==> src/rtl/watch_pkg.sv <==
// Shared definitions for the watch: field widths, wrap limits, one-hot digit
// select codes and the single-field wrap helper used by the datapath.
package watch_pkg;

  localparam int SEC_W  = 6;
  localparam int MIN_W  = 6;
  localparam int HOUR_W = 5;

  localparam logic [SEC_W-1:0]  SEC_MAX  = 6'd59;
  localparam logic [MIN_W-1:0]  MIN_MAX  = 6'd59;
  localparam logic [HOUR_W-1:0] HOUR_MAX = 5'd23;

  localparam logic [2:0] DIGIT_SEL_SEC  = 3'b001;
  localparam logic [2:0] DIGIT_SEL_MIN  = 3'b010;
  localparam logic [2:0] DIGIT_SEL_HOUR = 3'b100;

  // One step up or down inside [0, max], wrapping at both ends.
  function automatic logic [5:0] wrap_step(input logic [5:0] val,
                                           input logic [5:0] max,
                                           input logic       up);
    if (up) return (val == max) ? 6'd0 : val + 6'd1;
    else    return (val == 6'd0) ? max : val - 6'd1;
  endfunction

endpackage

==> src/rtl/watch_dp_tick_gen.sv <==
// 1 Hz prescaler: free-running counter 0..TICK_DIV-1 with a one-cycle
// sec_tick while the counter sits at its last value.
module tick_gen #(
  parameter int TICK_DIV = 100_000_000
) (
  input  logic clk,
  input  logic rst,
  output logic sec_tick
);

  localparam int CNT_W = (TICK_DIV > 1) ? $clog2(TICK_DIV) : 1;
  localparam logic [CNT_W-1:0] CNT_LAST = CNT_W'(TICK_DIV - 1);

  logic [CNT_W-1:0] cnt_q, cnt_d;

  always_comb begin
    cnt_d = (cnt_q == CNT_LAST) ? '0 : cnt_q + 1'b1;
  end

  always_ff @(posedge clk) begin
    if (rst) cnt_q <= '0;
    else     cnt_q <= cnt_d;
  end

  assign sec_tick = (cnt_q == CNT_LAST);

endmodule

==> src/rtl/watch_dp.sv <==
// Time-keeping datapath: hh:mm:ss registers advanced by the prescaler tick,
// with per-field up/down adjustment that defers a colliding tick by one flag.
module watch_dp
  import watch_pkg::*;
#(
  parameter int TICK_DIV = 100_000_000
) (
  input  logic              clk,
  input  logic              rst,
  input  logic [2:0]        i_digit_pos,
  input  logic              i_up,
  input  logic              i_down,
  output logic [SEC_W-1:0]  o_sec,
  output logic [MIN_W-1:0]  o_min,
  output logic [HOUR_W-1:0] o_hour,
  output logic              o_tick
);

  logic sec_tick;

  tick_gen #(.TICK_DIV(TICK_DIV)) u_tick_gen (
    .clk      (clk),
    .rst      (rst),
    .sec_tick (sec_tick)
  );

  logic [SEC_W-1:0]  sec_q,  sec_d;
  logic [MIN_W-1:0]  min_q,  min_d;
  logic [HOUR_W-1:0] hour_q, hour_d;
  logic              pend_q, pend_d;
  logic              tick_q, tick_d;

  logic pos_legal;
  logic adj_valid;
  logic tick_req;
  logic [5:0] hour_step;

  always_comb begin
    pos_legal = (i_digit_pos == DIGIT_SEL_SEC) ||
                (i_digit_pos == DIGIT_SEL_MIN) ||
                (i_digit_pos == DIGIT_SEL_HOUR);
    adj_valid = (i_up ^ i_down) && pos_legal;
    tick_req  = sec_tick | pend_q;
  end

  // An adjustment always wins the cycle; a tick arriving alongside it is
  // parked in pend_q and applied in the next adjustment-free cycle.
  always_comb begin
    sec_d     = sec_q;
    min_d     = min_q;
    hour_d    = hour_q;
    pend_d    = 1'b0;
    tick_d    = 1'b0;
    hour_step = '0;
    if (adj_valid) begin
      pend_d = tick_req;
      case (i_digit_pos)
        DIGIT_SEL_SEC:  sec_d = wrap_step(sec_q, SEC_MAX, i_up);
        DIGIT_SEL_MIN:  min_d = wrap_step(min_q, MIN_MAX, i_up);
        DIGIT_SEL_HOUR: begin
          hour_step = wrap_step({1'b0, hour_q}, {1'b0, HOUR_MAX}, i_up);
          hour_d    = hour_step[HOUR_W-1:0];
        end
        default: ;
      endcase
    end else if (tick_req) begin
      tick_d = 1'b1;
      sec_d  = wrap_step(sec_q, SEC_MAX, 1'b1);
      if (sec_q == SEC_MAX) begin
        min_d = wrap_step(min_q, MIN_MAX, 1'b1);
        if (min_q == MIN_MAX) begin
          hour_step = wrap_step({1'b0, hour_q}, {1'b0, HOUR_MAX}, 1'b1);
          hour_d    = hour_step[HOUR_W-1:0];
        end
      end
    end
  end

  always_ff @(posedge clk) begin
    if (rst) begin
      sec_q  <= '0;
      min_q  <= '0;
      hour_q <= '0;
      pend_q <= 1'b0;
      tick_q <= 1'b0;
    end else begin
      sec_q  <= sec_d;
      min_q  <= min_d;
      hour_q <= hour_d;
      pend_q <= pend_d;
      tick_q <= tick_d;
    end
  end

  assign o_sec  = sec_q;
  assign o_min  = min_q;
  assign o_hour = hour_q;
  assign o_tick = tick_q;

endmodule
==> config.mk <==
export PLATFORM = sky130hd
export DESIGN_NAME = watch_dp
export DESIGN_NICKNAME = d
export VERILOG_FILES = /design/src/rtl/watch_pkg.sv /design/src/rtl/watch_dp_tick_gen.sv /design/src/rtl/watch_dp.sv
export SDC_FILE = /design/constraint.sdc
export NUM_CORES = 1
export LEC_CHECK = 0
export ABC_AREA = 1
export CAP_MARGIN = 5
export CORE_ASPECT_RATIO = 0.6
export CORE_MARGIN = 8
export CORE_UTILIZATION = 58
export CTS_CLUSTER_SIZE = 30
export DETAILED_ROUTE_END_ITERATION = 16
export PLACE_DENSITY = 0.9
export REMOVE_ABC_BUFFERS = 1
export SLEW_MARGIN = 25
export SYNTH_ARGS = -nofsm -noshare
export SYNTH_HDL_FRONTEND = slang
export SYNTH_SLANG_ARGS = --single-unit
==> constraint.sdc <==
create_clock -name clk -period 2 [get_ports clk]
set_clock_uncertainty 0.1 [all_clocks]
set_input_delay 0.3 -clock clk [delete_from_list [all_inputs] [get_ports clk]]
set_output_delay 0.3 -clock clk [all_outputs]
set_load 0.005 [all_outputs]
# After elaboration in Yosys (flattened, before gate mapping)
# Cells that the tools add are included.
dict set report word_totals {
  wordCells 63
  ff_bits 46
  inputBits 7
  out_inout_bits 18
}
dict set report op_classes {
  n_addsub 7
  n_mux 22
  bitwise 3
  eq_ne 10
  n_reduce_logical 15
}
# op count
set ops {}
lappend ops {{2-to-1 mux 6 bit} 13}
lappend ops {{2-to-1 mux 5 bit} 8}
lappend ops {{adder 27 x 1 -> 27 bit, second input constant} 1}
lappend ops {{equality test 27 bit, second input constant} 1}
lappend ops {{adder 6 x 1 -> 6 bit, second input constant} 2}
lappend ops {{equality test 6 bit, second input constant} 2}
lappend ops {{zero test 6 bit} 2}
lappend ops {{subtractor 6 x 1 -> 6 bit, second input constant} 2}
lappend ops {{!= test 2 x 1 -> 1 bit, second input constant} 3}
lappend ops {{nonzero test 2 bit} 3}
lappend ops {{OR reduction 2 bit} 3}
lappend ops {{adder 5 x 1 -> 5 bit, second input constant} 1}
lappend ops {{equality test 5 bit, second input constant} 1}
lappend ops {{zero test 5 bit} 1}
lappend ops {{subtractor 5 x 1 -> 5 bit, second input constant} 1}
lappend ops {{AND reduction 4 bit} 1}
lappend ops {{equality test 3 x 1 -> 1 bit, second input constant} 1}
lappend ops {{equality test 3 x 2 -> 1 bit, second input constant} 1}
lappend ops {{equality test 3 bit, second input constant} 1}
lappend ops {{AND reduction 3 bit} 1}
lappend ops {{logical OR 1 bit} 2}
lappend ops {{AND reduction 2 bit} 1}
lappend ops {{logical AND 1 bit} 1}
lappend ops {{2-to-1 mux 1 bit} 1}
lappend ops {{3 further kinds} 3}

# Depth between registers and ports, before layout
dict set report depth {
  word_depth 6
  depth_mapped 11
}

# Modules after synthesis
# Synthesis repeated with hierarchy kept, for this count alone.
dict set report unflattened {
  hier_cells 486
  area_unflattened_um2 3113.0
}
# module instances seq_area_each_um2 area_each_um2 cells_per_inst
set by_module_without_submodules {}
lappend by_module_without_submodules {watch_dp 1 380.4 1654.1 262}
lappend by_module_without_submodules {tick_gen 1 540.5 1458.9 224}

# Worst setup path before layout
# Ideal clock, no wire load.
dict set report synth_path {
  path_kind {reg-to-reg}
  startpoint {register u_tick_gen.cnt_q[0]}
  endpoint {register hour_q[2] (netlist: o_hour[2])}
  t_required_ns 1.787
  slack_ns 0.338
  synth_period_minus_slack_ns 1.662
  arrival_ns 1.449
  setup_time_ns 0.113
  stages_incl_launch_ff 11
  path_cell_list {dfxtp_1 > ha_1 > nand2_1 > nor2_2 > nand2_2 > nor2_2 > nand2_2 > nand3_4 > nand3_4 > nor2_1 > nor2_1}
}
dict set report synth_between {
  elab_chain_cells 4
}
# element line
set synth_lines {}
lappend synth_lines {{from (decl)} watch_dp_tick_gen.sv:14} ;# logic [CNT_W-1:0] cnt_q, cnt_d;
lappend synth_lines {{from (signal assigned)} watch_dp_tick_gen.sv:22} ;# else cnt_q <= cnt_d;
lappend synth_lines {{equality test 27 bit} watch_dp_tick_gen.sv:25} ;# assign sec_tick = (cnt_q == CNT_LAST);
lappend synth_lines {{bitwise OR 1 bit} watch_dp.sv:43} ;# tick_req = sec_tick | pend_q;
lappend synth_lines {{nonzero test 2 bit (no source line)} n/a}
lappend synth_lines {{AND reduction 4 bit (no source line)} n/a}
lappend synth_lines {{to (signal assigned)} watch_dp.sv:89} ;# hour_q <= hour_d;
lappend synth_lines {{to (decl)} watch_dp.sv:29} ;# logic [HOUR_W-1:0] hour_q, hour_d;
# No other way between the ends.
# A chain may end at the register's enable or synchronous reset.

# Final worst setup path
dict set report layout_path {
  startpoint {register u_tick_gen.cnt_q[0]}
  endpoint {register sec_q[5] (netlist: o_sec[5])}
}
dict set report layout_between {
  elab_chain_cells 4
}
# element line
set layout_lines {}
lappend layout_lines {{equality test 27 bit} watch_dp_tick_gen.sv:25}
lappend layout_lines {{bitwise OR 1 bit} watch_dp.sv:43}
lappend layout_lines {{nonzero test 2 bit (no source line)} n/a}
lappend layout_lines {{AND reduction 2 bit (no source line)} n/a}
lappend layout_lines {{to (signal assigned)} watch_dp.sv:81} ;# sec_q <= '0;
lappend layout_lines {{to (signal assigned)} watch_dp.sv:87} ;# sec_q <= sec_d;
lappend layout_lines {{to (decl)} watch_dp.sv:27} ;# logic [SEC_W-1:0] sec_q, sec_d;
# No other way between the ends.

==> impl_results.md <==
- H-tree Lvls: 2
- Post-layout minimum cycle time: 1.85 ns
- Final Hold Slack: 0.331 ns
- Cts bufs inserted: 5
- RR Startpoint: u_tick_gen.cnt_q[0]$_SDFF_PP0_
- Cells after Synth: 475
- #FFs+latches synth: 46
- Root buf cell: clkbuf_8
- Post-synth ARST share: 0
- Synth area leader: dfxtp_1
- Worst skew pair latency: 0.30 ns
- Number of diodes: 0
- Final nets: 527
- Yosys warns: 0
- Crit share post-route: 0.923
- Crit start category: flop
- CP required: 2.13 ns
- Most repeated library cell on the critical path: nand2_1
- Antenna violation net count after detailed routing: 0
- First-pass iteration count of the detailed router: 5
- EDFF count, synth: 0
- Rel. slew slack: 0.755
- Starting Density: 0.598
- Avg Cell Area, Syn: 6.36 um2
- Worst slew pin tran: 0.367 ns
- Post-synth top flop: dfxtp_1
- Tot Pwr: 1.82 mW
- First-pass GRT wire length: 13.0 mm
- GPL Wtd Cong: 1.05
- R2R cell count: 11
- CTS sink cnt: 46
- Worst setup EP type: flop
- Post-route DRC: 0
- Max Buffers Root-to-Sink: 2
- Syn-to-layout area delta: 16.1%
- DIE HEIGHT: 71.9 um
- CORE AREA: 5050 um2
- Slowest Stage Delay on Critical Path: 0.35 ns
- Slew Viols, Final: 0
- Buf+Inv Stages, Crit Path: 0
- Largest net degree at the start of global routing: 19
- GR Overflow Total: 0
- Fmax achieved: 0.541 GHz
- Placed Instances: 568
- Top cells by area, synth: dfxtp_1 (30%), nand2_1 (14%), nor2_1 (9.1%)
- Dpl hpwl: 6.10 mm
- Initial antenna violation count: 0
- Synth Cell Area: 3020 um2
- WS Path Type: reg2reg
- CTS tree: built
- Levels on crit path: 11
- Top Ports: 25
- Finished Layout Cells: 578
- Status: finished, final reports clean
- Hold Startpoint: u_tick_gen.cnt_q[0]$_SDFF_PP0_
- Fillcell total: 450
- Post-route cell area: 3510 um2
- MaxCap Viol Count: 0
- Via count: 3154
- Synth top area share: 0.305
- Crit-path cells: ha_1, nand2_1, nor2_2, nand2_2, nor2_2, nand2_2, nand3_4, nand2_4, nand2_1, nand2_1, nor2_1
- Die Area: 7850 um2
- Vias in the first global route: 2824
- Worst path slowest cell: dfxtp_2
- Worst path top cell family by delay: simple AND/OR/NAND/NOR gates
- Leak: 1.52 nW
- CP Data Arrival Time: 1.97 ns
- Register area share after synthesis: 0.305
- Max FO, Critical Path: 7
- Hold Fails Final Rpt: 0
- RSZ-0062 raised after global routing: no
- Routed wire length per instance: 13.6 um
- FF-to-FF End: o_sec[5]$_SDFFE_PP0P_
- Most common cell in the netlist: nand2_1
- Rows: 20
- Global Route Usage Sum: 0.203
- Vias per std cell: 5.46
- Worst Hold Class: reg2reg
- Port bufs: 24
- R2R setup slack: 0.15 ns
- Commonest cells post-synth: nand2_1 (113), nor2_1 (73), inv_1 (56)
- Final Util: 0.694
- Power density over cell area: 520 nW/um2
- Overall routed net length: 7.85 mm
- WHS Endpoint: u_tick_gen.cnt_q[0]$_SDFF_PP0_
- Post-synth cell types: 37
- Clock Pin Slew Worst Setup and Hold Paths: 0.09 ns
- Die width: 109 um
- Placed Area: 3400 um2
- Hold Path Depth: 1
- Final setup violation count: 0
- 1st-iter DRT viols: 209
- Layout cells sized above 1: 0.104
- Worst VDD drop: 0.336 mV
-- registers in the layout (all words and copies together) (netlist names) --
name and count:
o_tick 1, o_min 6, u_tick_gen.cnt_q 27, pend_q 1, o_hour 5, o_sec 6
-- report_power, final --
group	total, mW	leakage [nW]	switching [mW]	internal (mW)
Clock	0.603	0.0472	0.324	0.278
Sequential	0.954	0.372	0.0222	0.932
Combinational	0.266	1.10	0.152	0.113
-- timing repair --
| item | in CTS | in global routing |
|---|---|---|
| endpoints found under the setup margin | 0 | 6 |
| hold buffers | 0 | 0 |
| resized for setup | 0 | 3 |
| setup buffers | 0 | 2 |
| hold endpoints to repair | 0 | 0 |
-- logic make-up (layout without fill, tap and decap cells) --
family | after synthesis | in the layout | share of synthesized area
and+or+nand+nor | 289 | 289 | 0.441
DFF | 46 | 46 | 0.305
AOI/OAI and AO/OA | 50 | 50 | 0.0919
adders and majority gates | 9 | 9 | 0.0373
xor gates and xnor gates | 13 | 13 | 0.0377
buffers and inverters | 68 | 105 | 0.0877
-- how the worst max path moves through the flow --
stage	to	startpoint
after floorplan	o_min[2]$_SDFFE_PP0P_	i_digit_pos[0]
after global placement	o_min[0]$_SDFFE_PP0P_	i_up
after detailed placement	o_sec[5]$_SDFFE_PP0P_	i_digit_pos[2]
after CTS	o_sec[5]$_SDFFE_PP0P_	u_tick_gen.cnt_q[0]$_SDFF_PP0_
after global routing	u_tick_gen.cnt_q[20]$_SDFF_PP0_	u_tick_gen.cnt_q[0]$_SDFF_PP0_
final	o_sec[5]$_SDFFE_PP0P_	u_tick_gen.cnt_q[0]$_SDFF_PP0_
-- layer usage --
layer / vias up / wire [um] / global-route usage
met1: 1401 / 3760 / 0.294
met4: 0 / 55 / 0.0476
met2: 148 / 3150 / 0.284
met3: 6 / 884 / 0.0619
li1: 1599 / - / -
met5: - / 0 / 0
-- cells in the final DEF (no fill, tap or decap), types with 8 or more instances in the layout --
master / instances
a21oi_1: 15
buf_4: 11
clkdlybuf4s50_1: 24
dfxtp_1: 45
ha_1: 9
inv_1: 56
nand2_1: 113
nand3_1: 48
nand4_1: 11
nor2_1: 73
nor3_1: 10
o21ai_0: 23
xor2_1: 8
-- through the flow --
| step | worst slack (ns) | TNS (ns) |
|---|---|---|
| 2_1_floorplan | 0.279 | 0 |
| 3_3_place_gp | 0.0275 | 0 |
| 3_5_place_dp | -0.0808 | -0.374 |
| 4_1_cts | 0.118 | 0 |
| 5_1_grt | 0.00635 | 0 |
| 6_report | 0.153 | 0 |
-- worst register-to-register path, stage by stage (launching register included) --
cell     delay [ns]
dfxtp_2        0.35
ha_1           0.16
nand2_1        0.09
nor2_2         0.15
nand2_2        0.11
nor2_2         0.13
nand2_2        0.13
nand3_4        0.18
nand2_4        0.10
nand2_1        0.07
nand2_1        0.05
nor2_1         0.16
-- final cells by class --
class                      instances  area (um2)  share of cell area
clock buffer                       6        82.6              0.0235
inverter                          61         229              0.0653
multi-input combinational        361        1840               0.524
tap                               66        82.6              0.0235
sequential                        46         922               0.263
clock inverter                     2        12.5             0.00357
timing repair buffer              36         343              0.0977
Note: power is estimated with default switching activity, not from simulation.
